`config.mk`:
```
export PLATFORM = sky130hd
export DESIGN_NAME = pipeline_ctrl_flat
export DESIGN_NICKNAME = d
export VERILOG_FILES = /design/src/rtl/pipeline_ctrl_pkg.sv /design/src/rtl/pipeline_ctrl_if.sv /design/src/rtl/pipeline_ctrl_load_use_detect.sv /design/src/rtl/pipeline_ctrl.sv /design/src/flat_wrapper.sv
export SDC_FILE = /design/constraint.sdc
export NUM_CORES = 1
export LEC_CHECK = 0
export CORE_UTILIZATION = 29
export DETAILED_ROUTE_END_ITERATION = 8
export PLACE_DENSITY = 0.87
export SYNTH_ARGS = -nofsm -noshare
export SYNTH_HDL_FRONTEND = slang
export SYNTH_SLANG_ARGS = --single-unit
```
`constraint.sdc`:
```
create_clock -name clk -period 3.7 [get_ports clk]
set_input_delay 0.37 -clock clk [delete_from_list [all_inputs] [get_ports clk]]
set_output_delay 0.37 -clock clk [all_outputs]
set_load 0.02 [all_outputs]
```
`src/rtl/pipeline_ctrl_pkg.sv`:
```
// ---------------------------------------------------------------------------
// rv32i_types : shared types and constants for the rv32i pipeline control.
//   mdu_state_t  - MDU start/done handshake sequencer states
//   PERF_CNT_MAX - saturation value of the performance counters
//   perf_sat_inc - saturating increment used by the counters
// ---------------------------------------------------------------------------
package rv32i_types;

  typedef enum logic [1:0] {
    MDU_IDLE = 2'd0,
    MDU_BUSY = 2'd1,
    MDU_HOLD = 2'd2
  } mdu_state_t;

  localparam logic [31:0] PERF_CNT_MAX = 32'hFFFF_FFFF;

  function automatic logic [31:0] perf_sat_inc(input logic [31:0] v);
    return (v == PERF_CNT_MAX) ? v : v + 32'd1;
  endfunction

endpackage

```
`src/rtl/pipeline_ctrl_if.sv`:
```
// ---------------------------------------------------------------------------
// pipeline_ctrl_if : bundle of hazard inputs and latch controls between the
// pipeline datapath and pipeline_ctrl.
//   *_i signals : hazard/status inputs to the controller
//   *_o signals : latch enables, bubble inserts, MDU start, perf counters
//   modport slave  : the controller side
//   modport master : the datapath (or bench) side
// ---------------------------------------------------------------------------
interface pipeline_ctrl_if;
  logic        imem_stall_i;
  logic        dmem_stall_i;
  logic        ex_valid_i;
  logic        ex_is_load_i;
  logic [4:0]  ex_rd_i;
  logic [4:0]  id_rs1_i;
  logic [4:0]  id_rs2_i;
  logic        id_uses_rs1_i;
  logic        id_uses_rs2_i;
  logic        ex_mdu_req_i;
  logic        mdu_done_i;
  logic        ex_mispredict_i;

  logic        mdu_start_o;
  logic        load_pc_o;
  logic        load_if_id_o;
  logic        load_id_ex_o;
  logic        load_ex_mem_o;
  logic        load_mem_wb_o;
  logic        bubble_if_id_o;
  logic        bubble_id_ex_o;
  logic        bubble_ex_mem_o;
  logic [31:0] perf_dmem_stall_o;
  logic [31:0] perf_mdu_stall_o;
  logic [31:0] perf_load_use_o;
  logic [31:0] perf_flush_o;

  modport slave (
    input  imem_stall_i, dmem_stall_i, ex_valid_i, ex_is_load_i, ex_rd_i,
           id_rs1_i, id_rs2_i, id_uses_rs1_i, id_uses_rs2_i, ex_mdu_req_i,
           mdu_done_i, ex_mispredict_i,
    output mdu_start_o, load_pc_o, load_if_id_o, load_id_ex_o, load_ex_mem_o,
           load_mem_wb_o, bubble_if_id_o, bubble_id_ex_o, bubble_ex_mem_o,
           perf_dmem_stall_o, perf_mdu_stall_o, perf_load_use_o, perf_flush_o
  );

  modport master (
    output imem_stall_i, dmem_stall_i, ex_valid_i, ex_is_load_i, ex_rd_i,
           id_rs1_i, id_rs2_i, id_uses_rs1_i, id_uses_rs2_i, ex_mdu_req_i,
           mdu_done_i, ex_mispredict_i,
    input  mdu_start_o, load_pc_o, load_if_id_o, load_id_ex_o, load_ex_mem_o,
           load_mem_wb_o, bubble_if_id_o, bubble_id_ex_o, bubble_ex_mem_o,
           perf_dmem_stall_o, perf_mdu_stall_o, perf_load_use_o, perf_flush_o
  );
endinterface

```
`src/rtl/pipeline_ctrl_load_use_detect.sv`:
```
// ---------------------------------------------------------------------------
// load_use_detect : combinational load-use hazard detection.
//   i_ex_valid, i_ex_is_load, i_ex_rd : load currently in EX
//   i_id_rs1/2, i_id_uses_rs1/2       : sources read by the ID instruction
//   o_lu                              : ID needs a register the EX load writes
// ---------------------------------------------------------------------------
module load_use_detect (
  input  logic       i_ex_valid,
  input  logic       i_ex_is_load,
  input  logic [4:0] i_ex_rd,
  input  logic [4:0] i_id_rs1,
  input  logic [4:0] i_id_rs2,
  input  logic       i_id_uses_rs1,
  input  logic       i_id_uses_rs2,
  output logic       o_lu
);
  logic w_rs1_hit;
  logic w_rs2_hit;

  assign w_rs1_hit = i_id_uses_rs1 && (i_id_rs1 == i_ex_rd);
  assign w_rs2_hit = i_id_uses_rs2 && (i_id_rs2 == i_ex_rd);
  // x0 is never written, so a load targeting it cannot create a hazard.
  assign o_lu = i_ex_valid && i_ex_is_load && (i_ex_rd != 5'd0) &&
                (w_rs1_hit || w_rs2_hit);
endmodule

```
`src/rtl/pipeline_ctrl.sv`:
```
// ---------------------------------------------------------------------------
// pipeline_ctrl : stall/flush scheduler for the five-stage rv32i pipeline.
//   clk  : rising-edge clock
//   rst  : asynchronous active-high reset (all outputs forced to 0)
//   bus  : pipeline_ctrl_if.slave - hazard inputs, latch load/bubble
//          controls, MDU start pulse and 32-bit performance counters.
// Priority: dcache stall > MDU stall > mispredict flush > load-use >
// icache stall > free run. Also sequences the MDU handshake and drops the
// stale fetch that returns after a redirect issued during an icache miss.
// Optional feature: define PIPE_CTRL_PERF_EN to build the saturating perf
// counters; otherwise the perf_* outputs are tied to 0.
// ---------------------------------------------------------------------------
module pipeline_ctrl
  import rv32i_types::*;
(
  input  logic          clk,
  input  logic          rst,
  pipeline_ctrl_if.slave bus
);

  mdu_state_t r_mdu_state;
  mdu_state_t w_mdu_state_nxt;
  logic       r_drop_pending;
  logic       w_drop_nxt;

  logic w_lu;
  logic w_mdu_stall;
  logic w_flush;
  logic w_start;
  logic w_ld_pc, w_ld_if_id, w_ld_id_ex, w_ld_ex_mem, w_ld_mem_wb;
  logic w_bb_if_id, w_bb_id_ex, w_bb_ex_mem;

  load_use_detect u_lud (
    .i_ex_valid    (bus.ex_valid_i),
    .i_ex_is_load  (bus.ex_is_load_i),
    .i_ex_rd       (bus.ex_rd_i),
    .i_id_rs1      (bus.id_rs1_i),
    .i_id_rs2      (bus.id_rs2_i),
    .i_id_uses_rs1 (bus.id_uses_rs1_i),
    .i_id_uses_rs2 (bus.id_uses_rs2_i),
    .o_lu          (w_lu)
  );

  assign w_mdu_stall = ((r_mdu_state == MDU_IDLE) && bus.ex_mdu_req_i) ||
                       ((r_mdu_state == MDU_BUSY) && !bus.mdu_done_i);

  always_comb begin
    w_ld_pc         = 1'b0;
    w_ld_if_id      = 1'b0;
    w_ld_id_ex      = 1'b0;
    w_ld_ex_mem     = 1'b0;
    w_ld_mem_wb     = 1'b0;
    w_bb_if_id      = 1'b0;
    w_bb_id_ex      = 1'b0;
    w_bb_ex_mem     = 1'b0;
    w_start         = 1'b0;
    w_flush         = 1'b0;
    w_mdu_state_nxt = r_mdu_state;
    w_drop_nxt      = r_drop_pending;

    if (!rst) begin
      if (bus.dmem_stall_i) begin
        // whole pipeline frozen
      end else if (w_mdu_stall) begin
        w_ld_ex_mem = 1'b1;
        w_bb_ex_mem = 1'b1;
        w_ld_mem_wb = 1'b1;
      end else if (bus.ex_mispredict_i) begin
        // EX is advancing here, so the flush is taken in this cycle.
        w_flush     = 1'b1;
        w_ld_pc     = 1'b1;
        w_ld_if_id  = 1'b1;
        w_ld_id_ex  = 1'b1;
        w_ld_ex_mem = 1'b1;
        w_ld_mem_wb = 1'b1;
        w_bb_if_id  = 1'b1;
        w_bb_id_ex  = 1'b1;
      end else if (w_lu) begin
        w_ld_id_ex  = 1'b1;
        w_bb_id_ex  = 1'b1;
        w_ld_ex_mem = 1'b1;
        w_ld_mem_wb = 1'b1;
      end else if (bus.imem_stall_i) begin
        w_ld_if_id  = 1'b1;
        w_bb_if_id  = 1'b1;
        w_ld_id_ex  = 1'b1;
        w_ld_ex_mem = 1'b1;
        w_ld_mem_wb = 1'b1;
      end else begin
        w_ld_pc     = 1'b1;
        w_ld_if_id  = 1'b1;
        w_ld_id_ex  = 1'b1;
        w_ld_ex_mem = 1'b1;
        w_ld_mem_wb = 1'b1;
      end

      // The stale fetch is squashed only when IF/ID actually captures it;
      // while IF/ID holds, the flag waits.
      if (r_drop_pending && !bus.imem_stall_i && w_ld_if_id) begin
        w_bb_if_id = 1'b1;
        w_drop_nxt = 1'b0;
      end
      if (w_flush && bus.imem_stall_i)
        w_drop_nxt = 1'b1;

      unique case (r_mdu_state)
        MDU_IDLE: begin
          if (bus.ex_mdu_req_i && !bus.dmem_stall_i) begin
            w_start         = 1'b1;
            w_mdu_state_nxt = MDU_BUSY;
          end
        end
        MDU_BUSY: begin
          if (bus.mdu_done_i)
            w_mdu_state_nxt = w_ld_ex_mem ? MDU_IDLE : MDU_HOLD;
        end
        MDU_HOLD: begin
          if (w_ld_ex_mem)
            w_mdu_state_nxt = MDU_IDLE;
        end
        default: w_mdu_state_nxt = MDU_IDLE;
      endcase
    end
  end

  always_ff @(posedge clk or posedge rst) begin
    if (rst) begin
      r_mdu_state    <= MDU_IDLE;
      r_drop_pending <= 1'b0;
    end else begin
      r_mdu_state    <= w_mdu_state_nxt;
      r_drop_pending <= w_drop_nxt;
    end
  end

  assign bus.mdu_start_o     = w_start;
  assign bus.load_pc_o       = w_ld_pc;
  assign bus.load_if_id_o    = w_ld_if_id;
  assign bus.load_id_ex_o    = w_ld_id_ex;
  assign bus.load_ex_mem_o   = w_ld_ex_mem;
  assign bus.load_mem_wb_o   = w_ld_mem_wb;
  assign bus.bubble_if_id_o  = w_bb_if_id;
  assign bus.bubble_id_ex_o  = w_bb_id_ex;
  assign bus.bubble_ex_mem_o = w_bb_ex_mem;

`ifdef PIPE_CTRL_PERF_EN
  logic [31:0] r_perf_dmem;
  logic [31:0] r_perf_mdu;
  logic [31:0] r_perf_lu;
  logic [31:0] r_perf_flush;
  logic        w_lu_win;

  assign w_lu_win = !bus.dmem_stall_i && !w_mdu_stall &&
                    !bus.ex_mispredict_i && w_lu;

  always_ff @(posedge clk or posedge rst) begin
    if (rst) begin
      r_perf_dmem  <= '0;
      r_perf_mdu   <= '0;
      r_perf_lu    <= '0;
      r_perf_flush <= '0;
    end else begin
      if (bus.dmem_stall_i) r_perf_dmem  <= perf_sat_inc(r_perf_dmem);
      if (w_mdu_stall)      r_perf_mdu   <= perf_sat_inc(r_perf_mdu);
      if (w_lu_win)         r_perf_lu    <= perf_sat_inc(r_perf_lu);
      if (w_flush)          r_perf_flush <= perf_sat_inc(r_perf_flush);
    end
  end

  assign bus.perf_dmem_stall_o = r_perf_dmem;
  assign bus.perf_mdu_stall_o  = r_perf_mdu;
  assign bus.perf_load_use_o   = r_perf_lu;
  assign bus.perf_flush_o      = r_perf_flush;
`else
  assign bus.perf_dmem_stall_o = '0;
  assign bus.perf_mdu_stall_o  = '0;
  assign bus.perf_load_use_o   = '0;
  assign bus.perf_flush_o      = '0;
`endif

endmodule

```
`src/flat_wrapper.sv`:
```
// flat-port wrapper written by rule: the top's interface ports become plain ports
module pipeline_ctrl_flat import rv32i_types::*;
  (clk, rst, bus_imem_stall_i, bus_dmem_stall_i, bus_ex_valid_i, bus_ex_is_load_i, bus_ex_rd_i, bus_id_rs1_i, bus_id_rs2_i, bus_id_uses_rs1_i, bus_id_uses_rs2_i, bus_ex_mdu_req_i, bus_mdu_done_i, bus_ex_mispredict_i, bus_mdu_start_o, bus_load_pc_o, bus_load_if_id_o, bus_load_id_ex_o, bus_load_ex_mem_o, bus_load_mem_wb_o, bus_bubble_if_id_o, bus_bubble_id_ex_o, bus_bubble_ex_mem_o, bus_perf_dmem_stall_o, bus_perf_mdu_stall_o, bus_perf_load_use_o, bus_perf_flush_o);
  pipeline_ctrl_if bus_i ();
  input  logic clk;
  input  logic rst;
  input wire logic [$bits(bus_i.imem_stall_i)-1:0] bus_imem_stall_i;
  input wire logic [$bits(bus_i.dmem_stall_i)-1:0] bus_dmem_stall_i;
  input wire logic [$bits(bus_i.ex_valid_i)-1:0] bus_ex_valid_i;
  input wire logic [$bits(bus_i.ex_is_load_i)-1:0] bus_ex_is_load_i;
  input wire logic [$bits(bus_i.ex_rd_i)-1:0] bus_ex_rd_i;
  input wire logic [$bits(bus_i.id_rs1_i)-1:0] bus_id_rs1_i;
  input wire logic [$bits(bus_i.id_rs2_i)-1:0] bus_id_rs2_i;
  input wire logic [$bits(bus_i.id_uses_rs1_i)-1:0] bus_id_uses_rs1_i;
  input wire logic [$bits(bus_i.id_uses_rs2_i)-1:0] bus_id_uses_rs2_i;
  input wire logic [$bits(bus_i.ex_mdu_req_i)-1:0] bus_ex_mdu_req_i;
  input wire logic [$bits(bus_i.mdu_done_i)-1:0] bus_mdu_done_i;
  input wire logic [$bits(bus_i.ex_mispredict_i)-1:0] bus_ex_mispredict_i;
  output wire logic [$bits(bus_i.mdu_start_o)-1:0] bus_mdu_start_o;
  output wire logic [$bits(bus_i.load_pc_o)-1:0] bus_load_pc_o;
  output wire logic [$bits(bus_i.load_if_id_o)-1:0] bus_load_if_id_o;
  output wire logic [$bits(bus_i.load_id_ex_o)-1:0] bus_load_id_ex_o;
  output wire logic [$bits(bus_i.load_ex_mem_o)-1:0] bus_load_ex_mem_o;
  output wire logic [$bits(bus_i.load_mem_wb_o)-1:0] bus_load_mem_wb_o;
  output wire logic [$bits(bus_i.bubble_if_id_o)-1:0] bus_bubble_if_id_o;
  output wire logic [$bits(bus_i.bubble_id_ex_o)-1:0] bus_bubble_id_ex_o;
  output wire logic [$bits(bus_i.bubble_ex_mem_o)-1:0] bus_bubble_ex_mem_o;
  output wire logic [$bits(bus_i.perf_dmem_stall_o)-1:0] bus_perf_dmem_stall_o;
  output wire logic [$bits(bus_i.perf_mdu_stall_o)-1:0] bus_perf_mdu_stall_o;
  output wire logic [$bits(bus_i.perf_load_use_o)-1:0] bus_perf_load_use_o;
  output wire logic [$bits(bus_i.perf_flush_o)-1:0] bus_perf_flush_o;
  assign bus_i.imem_stall_i = bus_imem_stall_i;
  assign bus_i.dmem_stall_i = bus_dmem_stall_i;
  assign bus_i.ex_valid_i = bus_ex_valid_i;
  assign bus_i.ex_is_load_i = bus_ex_is_load_i;
  assign bus_i.ex_rd_i = bus_ex_rd_i;
  assign bus_i.id_rs1_i = bus_id_rs1_i;
  assign bus_i.id_rs2_i = bus_id_rs2_i;
  assign bus_i.id_uses_rs1_i = bus_id_uses_rs1_i;
  assign bus_i.id_uses_rs2_i = bus_id_uses_rs2_i;
  assign bus_i.ex_mdu_req_i = bus_ex_mdu_req_i;
  assign bus_i.mdu_done_i = bus_mdu_done_i;
  assign bus_i.ex_mispredict_i = bus_ex_mispredict_i;
  assign bus_mdu_start_o = bus_i.mdu_start_o;
  assign bus_load_pc_o = bus_i.load_pc_o;
  assign bus_load_if_id_o = bus_i.load_if_id_o;
  assign bus_load_id_ex_o = bus_i.load_id_ex_o;
  assign bus_load_ex_mem_o = bus_i.load_ex_mem_o;
  assign bus_load_mem_wb_o = bus_i.load_mem_wb_o;
  assign bus_bubble_if_id_o = bus_i.bubble_if_id_o;
  assign bus_bubble_id_ex_o = bus_i.bubble_id_ex_o;
  assign bus_bubble_ex_mem_o = bus_i.bubble_ex_mem_o;
  assign bus_perf_dmem_stall_o = bus_i.perf_dmem_stall_o;
  assign bus_perf_mdu_stall_o = bus_i.perf_mdu_stall_o;
  assign bus_perf_load_use_o = bus_i.perf_load_use_o;
  assign bus_perf_flush_o = bus_i.perf_flush_o;
  pipeline_ctrl u_core (.clk(clk), .rst(rst), .bus(bus_i));
endmodule
```
==> results.cfg, run 1 <==
[status]
outcome = complete, but fails checks
violations = DRC

[floorplanning]
num_rows = 24
core_sq_um = 4440
die_area_sq_um = 5000
die_h_um = 70.7
die_w_um = 70.7
io_pins = 163
start_util_pct = 30.8

[synth]
synthSimpleGateAreaFrac_pct = 7.76
synth-xor-area-share_pct = 6.39
synth.mux.area_fraction_pct = 0.731
synth_ff_type = dfrtp_1
synth_edf_count = 0
synth_warnings = 0
syn_inst = 184
synth_seq_cells = 3
synth.area.top_cells = buf_4 (71%), xnor2_1 (6.4%), dfrtp_1 (5.5%), inv_1 (1.9%), nand4_1 (1.4%)
synth_common_cells = buf_4 (129), xnor2_1 (10), inv_1 (7)
yosysMostFrequentCell = buf_4
netlist_area_sq_um = 1370
synth_fa_ha_area_share_pct = 0
synth_top_family_by_area = buffers and inverters
avgSynthCellArea_sq_um = 7.45
synth_top_area_share_pct = 70.7
async_flop_share_pct = 100
yosysUniqueCellTypes = 24
seq_area_frac_synth_pct = 5.48
synth_compound_area_share_pct = 6.76
yosysTopAreaCell = buf_4

[critical_path]
crit_top_cell = clkdlybuf4s50_1
ff2ff_path_depth = 4
cpMaxStageDelayCell = clkdlybuf4s50_1
crit_path_end_kind = output port
crit_fanout = 3
critPathLaunchType = input port
cp_slowest_stage_delay_ns = 0.63
critical_path_class = in -> out
cp.required_ns = 3.33
worstPathArrival_ns = 2.59
cp_cell_sequence = clkdlybuf4s50_1 -> or3_1 -> o311a_1 -> and2_2 -> a21boi_0 -> clkdlybuf4s50_1

[placed_design]
routabilityCongestion = 0.597
io_buffers = 34
hpwl_mm = 1.79

[clocking]
hold_buffers = 0
cts_resized = 0
cts-root-buf = clkbuf_8
ctsLongestPathBuffers = 2
cts_setup_buffers = 0
htreeDepth = 1
cts.sinks = 3
cts_buffers = 3
cts.clk_slew.worst_paths_ns = 0.03
cts_tree = done
clk_latency_ns = 0.21

[power_and_ir_drop]
peakVddDrop_v = 0.000149
total_power_uw = 346
total_leakage_power_uw = 0.000737
cellPowerDensity_nw_per_um2 = 260

[global_routing]
grt_pass1_vias = 585
antenna_found_initial = 0
grtUsageTotal_pct = 6.36
grt_max_degree = 8
grt_pass1_wl_mm = 2.50
grt_overflow = 0

[routing]
drc = 27
drt-initial-drc-count = 42
drt-total-wl_mm = 1.98
drtAntennaViolNets = 0
dr_total_vias = 848
vias_per_cell = 3.12
wl_per_cell_um = 7.28
dr.pass1.iters = 6

[timing]
hold_violations = 0
setup_tns_ns = 0
finalCritPeriodShare_pct = 80.0
rsz0062_at_grt = no
slew_violations = 0
fin_skew_ns = 0.0000395
finalSetupViolations = 0
fin_crit_ns = 2.96
max_freq_ghz = 0.338

[final_layout]
n_antenna_cell = 0
layout-drive-gt1-share_pct = 2.73
areaGrowthSynthToFinish_pct = -3.01
final_nets = 247

[hold_path]
hp-class = in -> async

[flow_run]
drv_cap = 0
==> critical path: cells and delay by family <==
family / cells / cell delay [ns]
buf+inv: 2 / 1.09
simple gates: 2 / 0.63
compound gates: 2 / 0.50
==> report_power, final <==
| group | switching, uW | internal (uW) |
|---|---|---|
| combinational | 155 | 53.7 |
| clock | 20.5 | 73.4 |
| sequential | 5.42 | 37.5 |
==> cell type report <==
type	count	area, sq um
clock buffers	4	45.0
fillers	485	3120
inverters	7	26.3
multi-input cells	172	777
flip-flops and latches	3	75.1
well taps	52	65.1
repair buffers	34	340
==> cell usage in the layout, fill, tap and decap left out, drive strengths merged, types with 2 or more instances in the layout <==
master	instances
or2	2
and2	2
inv	7
nor2	4
conb	128
nand4	3
dfrtp	3
and3	2
nand2	4
a21oi	3
o21ai	3
xnor2	10
clkbuf	4
clkdlybuf4s50	34
==> cells by family after synthesis <==
group	after synthesis
XOR/XNOR	10
AND/OR/NAND/NOR	20
buffers and inverters	136
other	1
flip-flops	3
AO/OA/AOI/OAI	13
multiplexers	1
==> state kept, by name, indices dropped and copies added (netlist names) <==
name / flops
u_core.r_mdu_state: 2
u_core.r_drop_pending: 1
==> final timing paths <==
kind                       slack, ns                   from               endpoint
max in group asynchronous       3.13                    rst  u_core.r_drop_pending
min in group clk                0.61  u_core.r_drop_pending  u_core.r_drop_pending
hold reg to reg                 0.61  u_core.r_drop_pending  u_core.r_drop_pending
hold / removal                  0.43                    rst  u_core.r_mdu_state[0]
setup / recovery                0.74         bus_ex_rd_i[1]       bus_load_if_id_o
setup reg to reg                2.06  u_core.r_mdu_state[0]  u_core.r_drop_pending
==> metal layers <==
metal  global-route usage (%)  wire, um  vias to the layer above
met1                     5.34       499                      363
met3                     4.70       410                        0
met5                        0         0                        -
met4                        0         0                        0
met2                     12.6      1070                       93
li1                         -         -                      392
==> through the flow <==
stage	area (sq um)	util (%)	setup slack [ns]	hold WS [ns]	std cells
6_report	1330	29.9	0.739	0.432	272
5_1_grt	1330	29.9	0.628	0.475	272
4_1_cts	1330	29.9	0.719	0.434	272
3_5_place_dp	1280	28.9	0.721	0.588	268
3_3_place_gp	1280	28.9	0.712	0.561	268
2_1_floorplan	1850	-	1.59	0.124	311
(Power assumes the default switching activity.)
==> inputs of run 2 (changes only) <==
CORE_UTILIZATION = 27   (was 29)
PLACE_DENSITY = 0.82   (was 0.87)
clock period = 3 ns   (was 3.7 ns; I/O delays follow)
==> results.cfg, run 2 (synthesis gave the netlist of run 1 again) <==
[clocking]
cts_buffers = 3
cts_tree = done
hold_buffers = 0
cts_setup_buffers = 0
cts_resized = 0
clk_latency_ns = 0.22
cts.sinks = 3
htreeDepth = 1
cts.clk_slew.worst_paths_ns = 0.03
ctsLongestPathBuffers = 2
cts-root-buf = clkbuf_8

[floorplanning]
num_rows = 25
start_util_pct = 28.4
die_area_sq_um = 5360
core_sq_um = 4820
die_h_um = 73.2
die_w_um = 73.2
io_pins = 163

[final_layout]
layout-drive-gt1-share_pct = 2.73
n_antenna_cell = 0
largest_reg_flops = 2
stdcell_count = 287
multi_input_area_sq_um = 777
layout_commonest_cell = conb_1
top_register = u_core.r_mdu_state
layout_common_cells = conb_1 (128), clkdlybuf4s50_1 (34), xnor2_1 (10), inv_1 (7)
final_nets = 247
fin_area_sq_um = 1350
top_regs = u_core.r_mdu_state (2), u_core.r_drop_pending (1)
n_fill_cell = 537
seqCellArea_sq_um = 75.1
areaGrowthSynthToFinish_pct = -1.64

[critical_path]
r2r_slack_ns = 1.37
cpMaxStageDelayCell = clkdlybuf4s50_1
crit_path_end_kind = output port
crit_start = bus_ex_rd_i[1]
cp_slowest_stage_delay_ns = 0.63
cp_cell_sequence = clkdlybuf4s50_1 -> or3_1 -> o311a_1 -> and2_2 -> a21boi_0 -> clkdlybuf4s50_1
crit_top_cell = clkdlybuf4s50_1
cp_top_family = buffers and inverters
r2r-end = u_core.r_drop_pending
critPathBufInv = 2
reg2reg_from = u_core.r_mdu_state[0]
cp.required_ns = 2.70
critical_path_class = in -> out
crit_fanout = 3
ff2ff_path_depth = 4
critPathLaunchType = input port
worstPathArrival_ns = 2.54

[placed_design]
hpwl_mm = 1.76
io_buffers = 34
place_area_sq_um = 1300
dp.cells = 283
dp_slack_ns = 0.163
routabilityCongestion = 0.606

[power_and_ir_drop]
p_clk_share_pct = 27.5
power.internal_uw = 203
seqPwrFrac_pct = 12.4
cellPowerDensity_nw_per_um2 = 317
power.switching_uw = 224
total_leakage_power_uw = 0.000737
p_sw_share_pct = 52.4
total_power_uw = 427
peakVddDrop_v = 0.000168
combPwrFrac_pct = 60.2

[routing]
dr.pass1.iters = 2
vias_per_cell = 3.00
drc = 0
wl_per_cell_um = 6.67
drt-total-wl_mm = 1.91
drtAntennaViolNets = 0
drt-initial-drc-count = 4
dr_total_vias = 860

[status]
outcome = finished clean

[global_routing]
antenna_found_initial = 0
grtUsageTotal_pct = 5.58
grt_pass1_vias = 508
grt_overflow = 0
grt_max_degree = 8
grt_pass1_wl_mm = 2.15

[timing]
setup_tns_ns = 0
fin_skew_ns = 0.00379
max_freq_ghz = 0.352
hold_violations = 0
fin_crit_ns = 2.84
finalCritPeriodShare_pct = 94.6
setup_ws_ns = 0.162
finalSetupViolations = 0
rsz0062_at_grt = no
slew_violations = 0

[flow_run]
drv_cap = 0

[hold_path]
hp-class = in -> async
[run 2: metal layers]
metal | part of all wire, % | track usage, % | wire length [um] | vias up
li1 | - | - | - | 391
met1 | 27 | 4.14 | 523 | 370
met2 | 53 | 11.3 | 1010 | 99
met3 | 20 | 3.73 | 383 | 0
met4 | 0 | 1.31 | 0 | 0
met5 | 0 | 0 | 0 | -
[run 2: worst max path at each step]
stage,endpoint,slack [ns],cells past startpoint
2_1_floorplan,bus_load_if_id_o,1.02,3
3_3_place_gp,bus_load_if_id_o,0.23,6
3_5_place_dp,bus_load_if_id_o,0.16,6
4_1_cts,bus_load_if_id_o,0.16,6
5_1_grt,bus_load_if_id_o,0.09,6
6_report,bus_load_if_id_o,0.16,6
[run 2: stage by stage]
step,hold WS [ns],util [%]
5_1_grt,0.423,28.0
6_report,0.372,28.0
2_1_floorplan,0.0536,-
3_5_place_dp,0.587,27.0
4_1_cts,0.365,28.0
3_3_place_gp,0.561,27.0
[run 2: worst reg2reg max path, stage by stage (launching register included)]
cell and delay [ns]:
dfrtp_1 0.42, or2_1 0.27, a31oi_2 0.40, mux2i_1 0.13
a221o_1 0.28
[run 2: layout make-up]
type,instances,share of cell area [%]
clock buffer,4,3.34
tap,67,6.22
timing repair buffer,34,25.3
multi-input combinational,172,57.7
inverter,7,1.95
sequential,3,5.57
[run 2: power groups by stage]
stage | clock (uW) | sequential [uW] | combinational (uW)
5_1_grt | 125 | 53.7 | 278
4_1_cts | 123 | 52.6 | 256
2_1_floorplan | 0 | 51.2 | 321
3_5_place_dp | 0 | 52.8 | 255
3_3_place_gp | 0 | 52.5 | 253
6_report | 117 | 52.8 | 257
==> inputs of run 3 (changes only) <==
SETUP_SLACK_MARGIN = 0.15   (was not set)
==> results.cfg, run 3 (synthesis gave the netlist of run 1 again) <==
[status]
outcome = finished clean

[floorplanning]
start_util_pct = 28.4
core_sq_um = 4820
die_w_um = 73.2
num_rows = 25
io_pins = 163
die_h_um = 73.2
die_area_sq_um = 5360

[power_and_ir_drop]
total_leakage_power_uw = 0.000754
cellPowerDensity_nw_per_um2 = 316
peakVddDrop_v = 0.000168

[global_routing]
grtUsageTotal_pct = 5.58
grt_overflow = 0
grt_pass1_wl_mm = 2.15
antenna_found_initial = 0
grt_pass1_vias = 508
grt_max_degree = 8

[clocking]
htreeDepth = 1
cts_buffers = 3
cts-root-buf = clkbuf_8
cts.sinks = 3
cts_setup_buffers = 0
cts_tree = done
cts_resized = 0
clk_latency_ns = 0.22
ctsLongestPathBuffers = 2
hold_buffers = 0
cts.clk_slew.worst_paths_ns = 0.03

[routing]
vias_per_cell = 3.00
drtAntennaViolNets = 0
drt-initial-drc-count = 4
dr_total_vias = 860
drc = 0
dr.pass1.iters = 2
drt-total-wl_mm = 1.92
wl_per_cell_um = 6.68

[placed_design]
routabilityCongestion = 0.606
hpwl_mm = 1.76
place_area_sq_um = 1300
io_buffers = 34

[final_layout]
largest_reg_flops = 2
multi_input_area_sq_um = 777
final_nets = 247
layout-drive-gt1-share_pct = 2.73
top_register = u_core.r_mdu_state
n_antenna_cell = 0
areaGrowthSynthToFinish_pct = -1.46
fin_area_sq_um = 1350
top_regs = u_core.r_mdu_state (2), u_core.r_drop_pending (1)
seqCellArea_sq_um = 75.1
layout_common_cells = conb_1 (128), clkdlybuf4s50_1 (33), xnor2_1 (10), inv_1 (7)
n_fill_cell = 536
layout_commonest_cell = conb_1

[timing]
slew_violations = 0
rsz0062_at_grt = no
fin_skew_ns = 0.00379
fin_crit_ns = 2.77
finalCritPeriodShare_pct = 92.2
finalSetupViolations = 0
hold_violations = 0
max_freq_ghz = 0.361
setup_tns_ns = 0

[critical_path]
r2r_slack_ns = 1.37
reg2reg_from = u_core.r_mdu_state[0]
cp_slowest_stage_delay_ns = 0.63
r2r-end = u_core.r_drop_pending
critPathLaunchType = input port
cpMaxStageDelayCell = clkdlybuf4s50_1
cp_cell_sequence = clkdlybuf4s50_1 -> or3_1 -> o311a_1 -> and2_2 -> a21oi_1 -> clkdlybuf4s50_1
cp.required_ns = 2.70
crit_top_cell = clkdlybuf4s50_1
worstPathArrival_ns = 2.47
crit_fanout = 3
critical_path_class = in -> out
crit_path_end_kind = output port
ff2ff_path_depth = 4

[hold_path]
hp-class = in -> async

[flow_run]
drv_cap = 0
==> run 3: cell types whose count changed in the layout (fill, tap and decap cells not counted), sizes merged <==
cell	delta
dlymetal6s2s	+1
clkdlybuf4s50	-1
==> run 3: how the worst max path moves through the flow <==
stage | from | endpoint
after CTS | bus_ex_rd_i[1] | bus_load_if_id_o
final | bus_ex_rd_i[1] | bus_bubble_if_id_o
after global routing | bus_ex_rd_i[1] | bus_bubble_if_id_o
after detailed placement | bus_ex_rd_i[1] | bus_load_if_id_o
after floorplan | u_core.r_mdu_state[0] | bus_load_if_id_o
after global placement | bus_ex_rd_i[1] | bus_load_if_id_o
==> run 3: area by class of cell <==
cell class / instances / area share [%]
clock buffer: 4 / 3.34
timing repair buffer: 34 / 25.4
tap: 67 / 6.21
inverter: 7 / 1.95
multi-input combinational: 172 / 57.6
sequential: 3 / 5.56
==> run 3: power breakdown <==
group | internal [uW] | switching (uW) | leakage (uW)
clock | 90.6 | 26.6 | 0.0000228
sequential | 46.3 | 6.50 | 0.0000360
combinational | 66.0 | 190 | 0.000695
total | 203 | 224 | 0.000754
==> run 3: per-layer routing <==
layer / up-vias / track usage (%) / part of all wire [%]
met5: - / 0 / 0
met4: 0 / 1.31 / 0
met3: 0 / 3.73 / 20
met2: 99 / 11.3 / 53
met1: 370 / 4.14 / 27
li1: 391 / - / -
==> run 3: critical path, delay by kind of cell <==
family | cells | cell delay [ns]
buffers and inverters | 2 | 1.09
and+or+nand+nor | 2 | 0.62
AOI/OAI and AO/OA | 2 | 0.45
==> run 3: per-stage QoR <==
stage                     power [uW]  worst slack [ns]  util (%)  hold WS, ns  cells
after floorplan                  372              1.02         -       0.0536    311
after global placement           305             0.231      27.0        0.561    283
after detailed placement         308             0.163      27.0        0.587    283
after CTS                        431             0.161      28.0        0.365    287
after global routing             456             0.159      28.0        0.423    287
final                            426             0.234      28.0        0.372    287
